### src/rtl/i2s_stream_bridge.sv
// i2s_stream_bridge: bridges a parallel I2S transceiver to a pair of
// valid/ready stereo streams. Frames move on the falling edge of the word
// clock; RX frames are buffered towards the stream sink and TX frames are
// buffered from the stream source. Sticky flags record dropped/repeated frames.
module i2s_stream_bridge #(
    parameter int PDATA_WIDTH = 32,
    parameter int FIFO_DEPTH  = 4
) (
    input  logic                   mclk_in,
    input  logic                   arstn_in,
    input  logic                   lrck_in,
    input  logic [PDATA_WIDTH-1:0] rx_pldata_in,
    input  logic [PDATA_WIDTH-1:0] rx_prdata_in,
    output logic                   m_valid_out,
    input  logic                   m_ready_in,
    output logic [PDATA_WIDTH-1:0] m_ldata_out,
    output logic [PDATA_WIDTH-1:0] m_rdata_out,
    input  logic                   s_valid_in,
    output logic                   s_ready_out,
    input  logic [PDATA_WIDTH-1:0] s_ldata_in,
    input  logic [PDATA_WIDTH-1:0] s_rdata_in,
    output logic [PDATA_WIDTH-1:0] tx_pldata_out,
    output logic [PDATA_WIDTH-1:0] tx_prdata_out,
    output logic                   frame_out,
    input  logic                   clr_flags_in,
    output logic                   rx_overrun_out,
    output logic                   tx_underrun_out
);

    localparam int AW = (FIFO_DEPTH > 1) ? $clog2(FIFO_DEPTH) : 1;
    localparam int PW = AW + 1;
    localparam int FW = 2 * PDATA_WIDTH;

    // Frame storage: left sample in the upper half, right sample in the lower half
    logic [FW-1:0]          rx_mem_q [FIFO_DEPTH];
    logic [FW-1:0]          tx_mem_q [FIFO_DEPTH];
    logic [PW-1:0]          rx_wr_q, rx_wr_d, rx_rd_q, rx_rd_d;
    logic [PW-1:0]          tx_wr_q, tx_wr_d, tx_rd_q, tx_rd_d;
    logic                   lrck_q;
    logic                   frame_q;
    logic                   ready_en_q;
    logic                   ovr_q, ovr_d;
    logic                   und_q, und_d;
    logic [PDATA_WIDTH-1:0] tx_l_q, tx_l_d, tx_r_q, tx_r_d;

    logic                   fe_s;
    logic                   rx_full_s, rx_empty_s, tx_full_s, tx_empty_s;
    logic                   rx_pop_s, rx_push_s, rx_drop_s;
    logic                   tx_push_s, tx_pop_s, tx_miss_s;
    logic [FW-1:0]          rx_head_s, tx_head_s;

    // Event decode: word-clock falling edge, FIFO status and handshakes
    always_comb begin
        fe_s       = lrck_q & ~lrck_in;
        rx_empty_s = (rx_wr_q == rx_rd_q);
        rx_full_s  = (rx_wr_q[AW-1:0] == rx_rd_q[AW-1:0]) && (rx_wr_q[AW] != rx_rd_q[AW]);
        tx_empty_s = (tx_wr_q == tx_rd_q);
        tx_full_s  = (tx_wr_q[AW-1:0] == tx_rd_q[AW-1:0]) && (tx_wr_q[AW] != tx_rd_q[AW]);
        rx_head_s  = rx_mem_q[rx_rd_q[AW-1:0]];
        tx_head_s  = tx_mem_q[tx_rd_q[AW-1:0]];
        rx_pop_s   = ~rx_empty_s & m_ready_in;
        // A pop in the same cycle frees the slot, so a full FIFO can still accept
        rx_push_s  = fe_s & (~rx_full_s | rx_pop_s);
        rx_drop_s  = fe_s & rx_full_s & ~rx_pop_s;
        tx_push_s  = s_valid_in & ready_en_q & ~tx_full_s;
        tx_pop_s   = fe_s & ~tx_empty_s;
        tx_miss_s  = fe_s & tx_empty_s;
    end

    // Next-state for pointers, TX output holding registers and sticky flags
    always_comb begin
        rx_wr_d = rx_wr_q;
        rx_rd_d = rx_rd_q;
        tx_wr_d = tx_wr_q;
        tx_rd_d = tx_rd_q;
        tx_l_d  = tx_l_q;
        tx_r_d  = tx_r_q;
        if (rx_push_s) begin
            rx_wr_d = rx_wr_q + PW'(1);
        end else begin
            rx_wr_d = rx_wr_q;
        end
        if (rx_pop_s) begin
            rx_rd_d = rx_rd_q + PW'(1);
        end else begin
            rx_rd_d = rx_rd_q;
        end
        if (tx_push_s) begin
            tx_wr_d = tx_wr_q + PW'(1);
        end else begin
            tx_wr_d = tx_wr_q;
        end
        // The TX outputs only ever change on a frame event; an empty FIFO holds them
        if (tx_pop_s) begin
            tx_rd_d = tx_rd_q + PW'(1);
            tx_l_d  = tx_head_s[FW-1:PDATA_WIDTH];
            tx_r_d  = tx_head_s[PDATA_WIDTH-1:0];
        end else begin
            tx_rd_d = tx_rd_q;
            tx_l_d  = tx_l_q;
            tx_r_d  = tx_r_q;
        end
        // A fresh event outranks a clear in the same cycle
        ovr_d = (ovr_q & ~clr_flags_in) | rx_drop_s;
        und_d = (und_q & ~clr_flags_in) | tx_miss_s;
    end

    // Control and status registers
    always_ff @(posedge mclk_in or negedge arstn_in) begin
        if (!arstn_in) begin
            lrck_q     <= 1'b0;
            frame_q    <= 1'b0;
            ready_en_q <= 1'b0;
            rx_wr_q    <= '0;
            rx_rd_q    <= '0;
            tx_wr_q    <= '0;
            tx_rd_q    <= '0;
            ovr_q      <= 1'b0;
            und_q      <= 1'b0;
            tx_l_q     <= '0;
            tx_r_q     <= '0;
        end else begin
            lrck_q     <= lrck_in;
            frame_q    <= fe_s;
            ready_en_q <= 1'b1;
            rx_wr_q    <= rx_wr_d;
            rx_rd_q    <= rx_rd_d;
            tx_wr_q    <= tx_wr_d;
            tx_rd_q    <= tx_rd_d;
            ovr_q      <= ovr_d;
            und_q      <= und_d;
            tx_l_q     <= tx_l_d;
            tx_r_q     <= tx_r_d;
        end
    end

    // Frame storage writes; cleared on reset so no stale frame survives
    always_ff @(posedge mclk_in or negedge arstn_in) begin
        if (!arstn_in) begin
            for (int i = 0; i < FIFO_DEPTH; i++) begin
                rx_mem_q[i] <= '0;
                tx_mem_q[i] <= '0;
            end
        end else begin
            if (rx_push_s) begin
                rx_mem_q[rx_wr_q[AW-1:0]] <= {rx_pldata_in, rx_prdata_in};
            end
            if (tx_push_s) begin
                tx_mem_q[tx_wr_q[AW-1:0]] <= {s_ldata_in, s_rdata_in};
            end
        end
    end

    assign m_valid_out     = ~rx_empty_s;
    assign m_ldata_out     = rx_empty_s ? '0 : rx_head_s[FW-1:PDATA_WIDTH];
    assign m_rdata_out     = rx_empty_s ? '0 : rx_head_s[PDATA_WIDTH-1:0];
    assign s_ready_out     = ready_en_q & ~tx_full_s;
    assign tx_pldata_out   = tx_l_q;
    assign tx_prdata_out   = tx_r_q;
    assign frame_out       = frame_q;
    assign rx_overrun_out  = ovr_q;
    assign tx_underrun_out = und_q;

endmodule
### config.mk
export PLATFORM = sky130hd
export DESIGN_NAME = i2s_stream_bridge
export DESIGN_NICKNAME = d
export VERILOG_FILES = /design/src/rtl/i2s_stream_bridge.sv
export SDC_FILE = /design/constraint.sdc
export NUM_CORES = 1
export LEC_CHECK = 0
export ABC_AREA = 1
export BUFFER_PORTS_ARGS = -buffer_cell sky130_fd_sc_hd__clkbuf_2
export CORE_UTILIZATION = 34
export CTS_BUF_LIST = sky130_fd_sc_hd__clkbuf_4 sky130_fd_sc_hd__clkbuf_8 sky130_fd_sc_hd__clkbuf_16
export DETAILED_ROUTE_END_ITERATION = 8
export PLACE_DENSITY = 0.52
export SETUP_SLACK_MARGIN = 0.15
export SLEW_MARGIN = 20
export SYNTH_ARGS = -nofsm -noshare
export SYNTH_HDL_FRONTEND = slang
export SYNTH_SLANG_ARGS = --single-unit
### constraint.sdc
create_clock -name mclk_in -period 2.1 [get_ports mclk_in]
set_input_delay 0.315 -clock mclk_in [delete_from_list [all_inputs] [get_ports mclk_in]]
set_output_delay 0.315 -clock mclk_in [all_outputs]
set_load 0.05 [all_outputs]
### Word-level counts from Yosys, hierarchy flattened

Index checks and enable logic that the tools add are counted.

| storage, ports and cells | value |
|---|---|
| flip-flop bits (word level) | 593 |
| bits in latches | 0 |
| bits in writable memories | 0 |
| ROM bits | 0 |
| output and inout bits | 133 |
| logic and storage cells | 79 |
| memories kept | 0 |

| cells by class | value |
|---|---|
| add/sub/neg operators | 4 |
| multiply operators | 0 |
| divide/modulo/power cells | 0 |
| $lt $le $gt $ge | 6 |
| equality and inequality tests | 6 |
| shift-type cells | 0 |
| mux-type cells | 14 |
| bitwise logic cells | 26 |
| reductions and logical operators | 4 |

Operator list:

| cell | count |
|---|---|
| bitwise mux 256 bit | 2 |
| two-way mux 64 bit | 6 |
| binary-select mux 64 bit (select 2 bit) | 2 |
| demux 64 bit (select 2 bit) | 2 |
| two-way mux 32 bit | 2 |
| adder 3 x 1 -> 3 bit (second input constant) | 4 |
| AND 1 bit | 12 |
| greater-or-equal comparator 3 bit (second input constant) | 4 |
| inverter 2 -> 3 bit | 4 |
| inverter 1 bit | 7 |
| equality test 3 bit | 2 |
| < comparator 3 x 1 -> 1 bit (second input constant) | 2 |
| equality test 2 bit | 2 |
| logical AND 1 bit | 4 |
| OR 1 bit | 3 |
| != test 1 bit | 2 |

### Depth between registers and ports, before layout

Gate-level depths: netlist (run 1).

| depth | value |
|---|---|
| depth after elaboration | 6 |
| mapped depth | 10 |

### Worst setup path before layout (run 1)

Ideal clock, no wire load.

| timing | value |
|---|---|
| kind | reg-to-output |
| start point | register rx_wr_q[0] |
| end point | output m_ldata_out[21] |
| arrival time | 1850 ps |
| required time | 1785 ps |
| path slack | -65 ps |
| cell stages (with the launch flop) | 9 |
| buffers on the path | 1 |
| path through | dfrtp_1 -> inv_1 -> nand2_1 -> nand2_1 -> nor2_2 -> nand2_1 -> clkbuf_1 -> nand2_1 -> inv_1 |

| between the ends | value |
|---|---|
| longest elaborated chain between the ends | 2 |

RTL lines:

| item | line | text |
|---|---|---|
| start: declaration | 37 | `logic [PW-1:0] rx_wr_q, rx_wr_d, rx_rd_q, rx_rd_d;` |
| start signal: assignment | 126 | `rx_wr_q <= rx_wr_d;` |
| equality test 3 bit | 55 | `rx_empty_s = (rx_wr_q == rx_rd_q);` |
| two-way mux 32 bit | 155 | `assign m_ldata_out = rx_empty_s ? '0 : rx_head_s[FW-1:PDATA_WIDTH];` |
| end: declaration | 16 | `output logic [PDATA_WIDTH-1:0] m_ldata_out,` |

No other way between the ends.

### Worst setup path after layout (run 1)

| timing | value |
|---|---|
| start point | register rx_rd_q[0] |
| end point | output m_rdata_out[25] |

| between the ends | value |
|---|---|
| longest elaborated chain between the ends | 5 |
| elaborated cells between the ends (all ways) | 6 |
| classes of those cells | eq/ne: 1; mux: 4; bitwise: 1 |

RTL lines:

| item | line | text |
|---|---|---|
| start: declaration | 37 |  |
| start signal: assignment | 127 | `rx_rd_q <= rx_rd_d;` |
| inverter 2 -> 3 bit (not written as such) | 59 | `rx_head_s = rx_mem_q[rx_rd_q[AW-1:0]];` |
| binary-select mux 64 bit (select 2 bit) | 59 |  |
| two-way mux 64 bit (not written as such) (2 in series) | 59 |  |
| two-way mux 32 bit * | 156 | `assign m_rdata_out = rx_empty_s ? '0 : rx_head_s[PDATA_WIDTH-1:0];` |
| end: declaration | 17 | `output logic [PDATA_WIDTH-1:0] m_rdata_out,` |

Every way passes the cells marked *; elsewhere a longest branch is shown, timed or not. The select of a mux whose other input is x is not followed.

==> flow_summary.rst, run 1 <==
.. list-table::
   :header-rows: 1

   * - Metric
     - Value
   * - Run status
     - complete, but fails checks
   * - Violations in the final reports
     - setup timing
   * - Proportion of register bits with asynchronous set or reset after synthesis
     - 1.00
   * - Initial core utilization
     - 0.344
   * - Maximum fanout count along the critical path
     - 7
   * - 1st-iter DRT viols
     - about 2400
   * - Share of final-layout standard cells stronger than drive strength 1
     - 0.216
   * - Max Cap Violations
     - 0
   * - Total congestion overflow after global routing
     - 0
   * - Final weighted congestion of routability-driven global placement
     - 0.744
   * - Drt total wl
     - 108000 um
   * - Average cell area after synthesis
     - just under 8 um2
   * - Nets@finish
     - approximately 4100
   * - Clock sink count
     - slightly below 600
   * - Worst slew pin tran
     - between 0.6 and 0.7 ns
   * - Count of standard-cell rows
     - between 100 and 150
   * - Share of the core filled with cells in the final layout
     - 0.466
   * - Floorplan die height
     - 291 um
   * - Share of the synthesized area in the top cell type
     - 0.523
   * - Post-layout instance count excluding filler cells
     - 5046
   * - Worst Hold Class
     - in -> reg
   * - Number of hold violations in the final report
     - 0
   * - Cell variety after synth
     - 23
   * - Total of warnings raised by yosys
     - 0
   * - Kind of critical path
     - reg -> out
   * - Total via count in the routed design
     - around 27000
   * - Biggest area consumer among synthesized cells
     - sky130_fd_sc_hd__dfrtp_1
   * - Max-slew headroom at the worst pin
     - 0.541
   * - Initial antenna violation count
     - 9
   * - Count of mapped cells out of synthesis
     - between 3000 and 4000
   * - First-pass GRT wire length
     - ~160000 um
   * - Startpoint types
     - register
   * - Final setup vio count
     - around 90
   * - Core area
     - between 80000 and 90000 um2
   * - Prevailing post-synth register cell
     - sky130_fd_sc_hd__dfrtp_1
   * - Horizontal extent of the die
     - around 290 um
   * - Share of the clock period used by the worst path after layout
     - 1.22
   * - Maximum number of pins on one net before global-route repair
     - 130
   * - Most frequent cells after synthesis
     - 1259 x sky130_fd_sc_hd__nand2_1, 593 x sky130_fd_sc_hd__dfrtp_1, 513 x sky130_fd_sc_hd__nand4_1, 323 x sky130_fd_sc_hd__nor2_1, 307 x sky130_fd_sc_hd__o21ai_0
   * - #FFs+latches synth
     - approximately 590
   * - Area of the die
     - 84600 um2
   * - F_max
     - between 300 and 400 MHz
   * - Syn Nets
     - between 3000 and 4000
   * - Fraction of the yosys area taken by sequential cells
     - 0.523
   * - Reg clk slew, reported paths
     - ~0.06 ns
   * - Cell area after synthesis
     - 28400 um2
   * - Setup repair after global routing missed its margin
     - true
   * - Global router's overall resource usage
     - 0.235
   * - Drc violations
     - 0
   * - Arr. time, crit path
     - ~2.2 ns
   * - Clock insertion delay at the later pin of the skew report
     - roughly 0.63 ns
   * - Placed Cells
     - about 4700
   * - IO Pins
     - approximately 270
   * - Data required time of the worst path
     - between 1.5 and 2 ns
   * - Area overhead of the layout relative to synthesis
     - 35.4%
   * - DR pass1 iterations
     - 5
   * - Peak supply drop
     - 0.00133 V
   * - CTS Root Cell
     - sky130_fd_sc_hd__clkbuf_16
   * - Ranking of synthesized cells by area
     - sky130_fd_sc_hd__dfrtp_1 52%, sky130_fd_sc_hd__nand2_1 17%, sky130_fd_sc_hd__nand4_1 11%, sky130_fd_sc_hd__o21ai_0 5.4%, sky130_fd_sc_hd__nor2_1 4.3%
   * - Htree depth
     - 3
   * - Total leakage power
     - around 19 nW
   * - HPWL Detailed
     - about 53000 um
   * - Number of max-slew violations in the final report
     - 0
   * - Via count of the first global-routing pass
     - approximately 27000
   * - Routed wirelength normalized by instance count
     - approximately 21 um
   * - Setup slack of the most critical reg-to-reg path
     - -0.03 ns
   * - Post-detailed-route count of antenna-violating nets
     - 0
   * - Clock period minus final worst setup slack
     - approximately 2.6 ns
   * - TritonCTS clock tree
     - done
   * - Routed via count divided by cell count
     - 5.45
   * - Most frequent cell after synthesis
     - sky130_fd_sc_hd__nand2_1
   * - Bufs on Longest Clock Path
     - 3
   * - Buffers added on ports
     - about 270
   * - Total power per unit cell area
     - 1880 nW/um2
   * - Maximum clock skew at final layout
     - slightly below 0.03 ns
   * - Count of flip-flops with a built-in enable after synthesis
     - 0
   * - Worst-case setup margin in the final layout
     - -0.457 ns
   * - Number of buffers inserted during clock tree synthesis
     - 71
   * - CP Capture Type
     - output pin
[kinds of logic after synthesis]
family | synth area share
buffers and inverters | 0.0604
xor gates and xnor gates | 0.00154
adders and majority gates | 0.00441
and+or+nand+nor | 0.339
DFF | 0.523
AOI/OAI and AO/OA | 0.0715
other | 0.000132
[worst paths after layout]
path	end	start	depth (start not counted)
min	rx_mem_q[249]	rx_pldata_in[25]	3
min reg2reg	tx_mem_q[139]	tx_mem_q[139]	2
min in group asynchronous	rx_mem_q[254]	arstn_in	2
max	m_rdata_out[25]	rx_rd_q[0]	9
max reg2reg	rx_mem_q[80]	rx_rd_q[0]	13
max in group asynchronous	tx_mem_q[208]	arstn_in	4
[state kept, by name, summed over array words and instances (netlist names)]
name and flops:
tx_prdata_out 32, rx_mem_q 256, tx_rd_q 3, ready_en_q 1, rx_wr_q 3, tx_mem_q 256, rx_rd_q 3, rx_overrun_out 1
lrck_q 1, tx_pldata_out 32, frame_out 1, tx_underrun_out 1, tx_wr_q 3
[stage by stage]
stage               hold WS, ns  power [W]  area [um2]  setup slack, ns  TNS, ns
floorplan                0.0194     0.0397       28400            0.163        0
global placement          0.276     0.0516       31800            0.124        0
detailed placement        0.265     0.0518       31800           0.0921        0
CTS                    0.000372     0.0688       36600           -0.466   -26.59
global route             0.0176     0.0763       38400           -0.535   -32.01
finish                   0.0336     0.0722       38400           -0.457   -24.34
[metal layers]
layer  vias to the layer above  track usage  share of wire  wire length (um)
met3                       185       0.0321          0.058              6310
met5                         -            0        0.00030                32
li1                      12800            -              -                 -
met1                     13500        0.310           0.42             45500
met4                         6       0.0656          0.028              3030
met2                       972        0.403           0.49             53300
[power by group]
part           internal (W)  total, W  switching (W)
clock network       0.00732    0.0125        0.00518
registers            0.0166    0.0198        0.00319
logic                0.0149    0.0400         0.0251
total                0.0388    0.0722         0.0334
[area by class of cell]
class                      count  area, um2
multi-input combinational   2584      12700
sequential                   593      14900
antenna                        4       10.0
clock inverter                18        180
clock buffer                 105       2170
fill                        8059      44000
inverter                      82        330
timing repair buffer         590       6810
tap                         1070       1340
[repair_timing]
action,CTS,global route
pin swaps,37,71
buffers inserted,14,32
endpoints found under the hold margin,512,0
gates cloned,15,37
hold buffers,125,0
setup endpoints to repair,111,271
gates resized for setup,231,278
[cells in the final DEF, fill, tap and decap left out, types with 5 or more instances in the layout]
master                          Yosys  final
sky130_fd_sc_hd__buf_12             0    108
sky130_fd_sc_hd__buf_16             0     20
sky130_fd_sc_hd__buf_4              3     51
sky130_fd_sc_hd__buf_6              2     26
sky130_fd_sc_hd__buf_8              0     31
sky130_fd_sc_hd__clkbuf_16          0     98
sky130_fd_sc_hd__clkbuf_2           0    199
sky130_fd_sc_hd__clkbuf_4           0     15
sky130_fd_sc_hd__clkbuf_8           0     21
sky130_fd_sc_hd__clkinv_2           0     10
sky130_fd_sc_hd__dfrtp_1          593    586
sky130_fd_sc_hd__dfrtp_2            0      5
sky130_fd_sc_hd__dlygate4sd3_1      0    125
sky130_fd_sc_hd__ha_2               0      8
sky130_fd_sc_hd__inv_1             79     17
sky130_fd_sc_hd__inv_2              3     59
sky130_fd_sc_hd__nand2_1         1259   1152
sky130_fd_sc_hd__nand2_2            1     81
sky130_fd_sc_hd__nand2_4            0     26
sky130_fd_sc_hd__nand3_1           73     70
sky130_fd_sc_hd__nand3_2            6      5
sky130_fd_sc_hd__nand3_4            1      5
sky130_fd_sc_hd__nand4_1          513    513
sky130_fd_sc_hd__nor2_1           323    298
sky130_fd_sc_hd__nor2_2             1     13
sky130_fd_sc_hd__nor2_4             1     14
sky130_fd_sc_hd__o21ai_0          307    267
sky130_fd_sc_hd__o21ai_1           16     39
sky130_fd_sc_hd__o21ai_2            0     17
sky130_fd_sc_hd__o22ai_1           66     39
sky130_fd_sc_hd__o22ai_2            0     26
[worst max-delay path, cell delays in order (launching register included)]
cell	delay, ns
sky130_fd_sc_hd__dfrtp_4	0.54
sky130_fd_sc_hd__inv_8	0.08
sky130_fd_sc_hd__buf_12	0.14
sky130_fd_sc_hd__buf_12	0.16
sky130_fd_sc_hd__clkbuf_16	0.18
sky130_fd_sc_hd__nor2_1	0.04
sky130_fd_sc_hd__o22ai_1	0.18
sky130_fd_sc_hd__nand2_2	0.07
sky130_fd_sc_hd__inv_2	0.09
sky130_fd_sc_hd__buf_12	0.14
No activity file was read; power rests on OpenSTA's default activity.
==> run 2: changes to the inputs <==
Settings changed: CTS_BUF_LIST sky130_fd_sc_hd__clkbuf_4 sky130_fd_sc_hd__clkbuf_8 sky130_fd_sc_hd__clkbuf_16 to sky130_fd_sc_hd__clkbuf_2 sky130_fd_sc_hd__clkbuf_4 sky130_fd_sc_hd__clkbuf_8, MAX_ROUTING_LAYER from default to met4.
==> flow_summary.rst, run 2 (synthesis gave the netlist of run 1 again) <==
.. list-table::
   :header-rows: 1

   * - Metric
     - Value
   * - Run status
     - complete, but fails checks
   * - Violations in the final reports
     - setup timing
   * - Top flop regs
     - rx_mem_q: 256 flops, tx_mem_q: 256 flops
   * - Setup repair after global routing missed its margin
     - true
   * - Nets@finish
     - slightly above 4000
   * - Buffers added on ports
     - around 270
   * - Startpoint types
     - register
   * - Drc violations
     - 0
   * - Area taken by flip-flops and latches
     - approximately 15000 um2
   * - 1st-iter DRT viols
     - roughly 2400
   * - Global router's overall resource usage
     - 0.243
   * - Initial antenna violation count
     - 10
   * - Area of the die
     - between 80000 and 90000 um2
   * - Top Layer Used
     - met4
   * - Initial core utilization
     - 0.344
   * - Htree depth
     - 3
   * - Area overhead of the layout relative to synthesis
     - 36.6%
   * - Routed length on met1
     - 46100 um
   * - Post-detailed-route count of antenna-violating nets
     - 0
   * - Maximum fanout count along the critical path
     - 7
   * - Bufs on Longest Clock Path
     - 3
   * - Maximum number of pins on one net before global-route repair
     - between 100 and 150
   * - Highest-count cells in the layout ignoring fill and taps
     - 1117 x sky130_fd_sc_hd__nand2_1, 583 x sky130_fd_sc_hd__dfrtp_1, 513 x sky130_fd_sc_hd__nand4_1
   * - Total via count in the routed design
     - approximately 28000
   * - Total power per unit cell area
     - ~1900 nW/um2
   * - Share of the clock period used by the worst path after layout
     - 1.25
   * - Arr. time, crit path
     - between 2 and 2.5 ns
   * - Setup TNS Final
     - -30.66 ns
   * - Most common library cell in the layout ignoring fill and taps
     - sky130_fd_sc_hd__nand2_1
   * - Clock period minus final worst setup slack
     - 2.63 ns
   * - Via count of the first global-routing pass
     - 27000
   * - Wire length on met2
     - 53600 um
   * - Area taken by multi-input logic gates
     - roughly 13000 um2
   * - Met3 routed WL
     - between 7000 and 8000 um
   * - Clock insertion delay at the later pin of the skew report
     - about 0.75 ns
   * - Reg clk slew, reported paths
     - around 0.060 ns
   * - CTS Root Cell
     - sky130_fd_sc_hd__clkbuf_8
   * - IO Pins
     - approximately 270
   * - FILL cells
     - between 8000 and 9000
   * - Worst-case setup margin in the final layout
     - -0.529 ns
   * - DR pass1 iterations
     - 6
   * - Kind of critical path
     - reg -> out
   * - Number of hold violations in the final report
     - 0
   * - Clock sink count
     - about 590
   * - Total leakage power
     - roughly 19 nW
   * - Total congestion overflow after global routing
     - 0
   * - Final setup vio count
     - 132
   * - Max Cap Violations
     - 0
   * - HPWL Detailed
     - around 53000 um
   * - Number of buffers inserted during clock tree synthesis
     - between 100 and 150
   * - Final weighted congestion of routability-driven global placement
     - roughly 0.75
   * - Horizontal extent of the die
     - 291 um
   * - Maximum clock skew at final layout
     - ~0.049 ns
   * - TritonCTS clock tree
     - done
   * - Floorplan die height
     - between 200 and 300 um
   * - F_max
     - 380 MHz
   * - CP Capture Type
     - output pin
   * - Share of final-layout standard cells stronger than drive strength 1
     - 0.241
   * - First-pass GRT wire length
     - 159000 um
   * - Routed wirelength normalized by instance count
     - between 20 and 25 um
   * - Number of max-slew violations in the final report
     - 0
   * - Peak supply drop
     - approximately 0.0013 V
   * - Worst slew pin tran
     - 0.672 ns
   * - Max-slew headroom at the worst pin
     - 0.552
   * - Routed via count divided by cell count
     - roughly 5.4
   * - Drt total wl
     - 110000 um
   * - Core area
     - about 82000 um2
   * - Worst Hold Class
     - in -> async
   * - Data required time of the worst path
     - 1.78 ns
   * - Hold slack
     - 0.130 ns
   * - Count of standard-cell rows
     - 105
-- run 2: through the flow --
| stage | std cells | setup slack [ns] | total power, W | utilization | area (um2) |
|---|---|---|---|---|---|
| after floorplan | 3590 | 0.163 | 0.0397 | - | 28400 |
| after global placement | 4696 | 0.124 | 0.0516 | 0.385 | 31800 |
| after detailed placement | 4696 | 0.0921 | 0.0518 | 0.385 | 31800 |
| after CTS | 5044 | -0.560 | 0.0676 | 0.443 | 36500 |
| after global routing | 5125 | -0.586 | 0.0762 | 0.470 | 38700 |
| final | 5127 | -0.529 | 0.0721 | 0.470 | 38700 |
-- run 2: critical path: stages (launching register included) --
cell and delay (ns):
sky130_fd_sc_hd__dfrtp_4 0.53, sky130_fd_sc_hd__inv_8 0.07, sky130_fd_sc_hd__buf_12 0.14, sky130_fd_sc_hd__buf_12 0.16
sky130_fd_sc_hd__buf_16 0.15, sky130_fd_sc_hd__nor2_2 0.04, sky130_fd_sc_hd__o22ai_2 0.19, sky130_fd_sc_hd__nand2_2 0.11
sky130_fd_sc_hd__inv_2 0.08, sky130_fd_sc_hd__buf_12 0.13
-- run 2: worst paths after layout --
kind	depth (start not counted)	end	slack [ns]	start
max	9	m_ldata_out[4]	-0.53	rx_rd_q[0]
min	2	tx_mem_q[9]	0.13	arstn_in
max reg2reg	14	rx_mem_q[42]	-0.08	rx_rd_q[0]
min reg2reg	2	tx_mem_q[179]	0.46	tx_mem_q[179]
max in group asynchronous	4	tx_mem_q[52]	1.15	arstn_in
min in group mclk_in	5	tx_mem_q[81]	0.20	s_valid_in
-- run 2: cell type report --
| type | count | area share |
|---|---|---|
| Antenna cell | 11 | 0.000710 |
| Clock buffer | 164 | 0.0529 |
| Clock inverter | 19 | 0.00465 |
| Inverter | 82 | 0.00859 |
| Multi-Input combinational cell | 2585 | 0.332 |
| Sequential cell | 593 | 0.383 |
| Tap cell | 1070 | 0.0346 |
| Timing Repair Buffer | 603 | 0.183 |
-- run 2: metal layers --
layer / track usage / vias up
li1: - / 12900
met1: 0.307 / 13800
met2: 0.406 / 1031
met3: 0.0364 / 186
met4: 0.0630 / 0
met5: - / -
-- run 2: repair_timing --
action                                  in CTS  in global routing
hold buffers                               132                  0
gates cloned                                15                 48
endpoints found under the hold margin      995                  0
pin swaps                                   34                 88
endpoints found under the setup margin     137                454
resized for setup                          206                389
setup buffers                               18                 24
-- run 2: power by group --
group	switching [W]	internal [W]
clock network	0.00511	0.00643
registers	0.00330	0.0166
logic	0.0254	0.0153
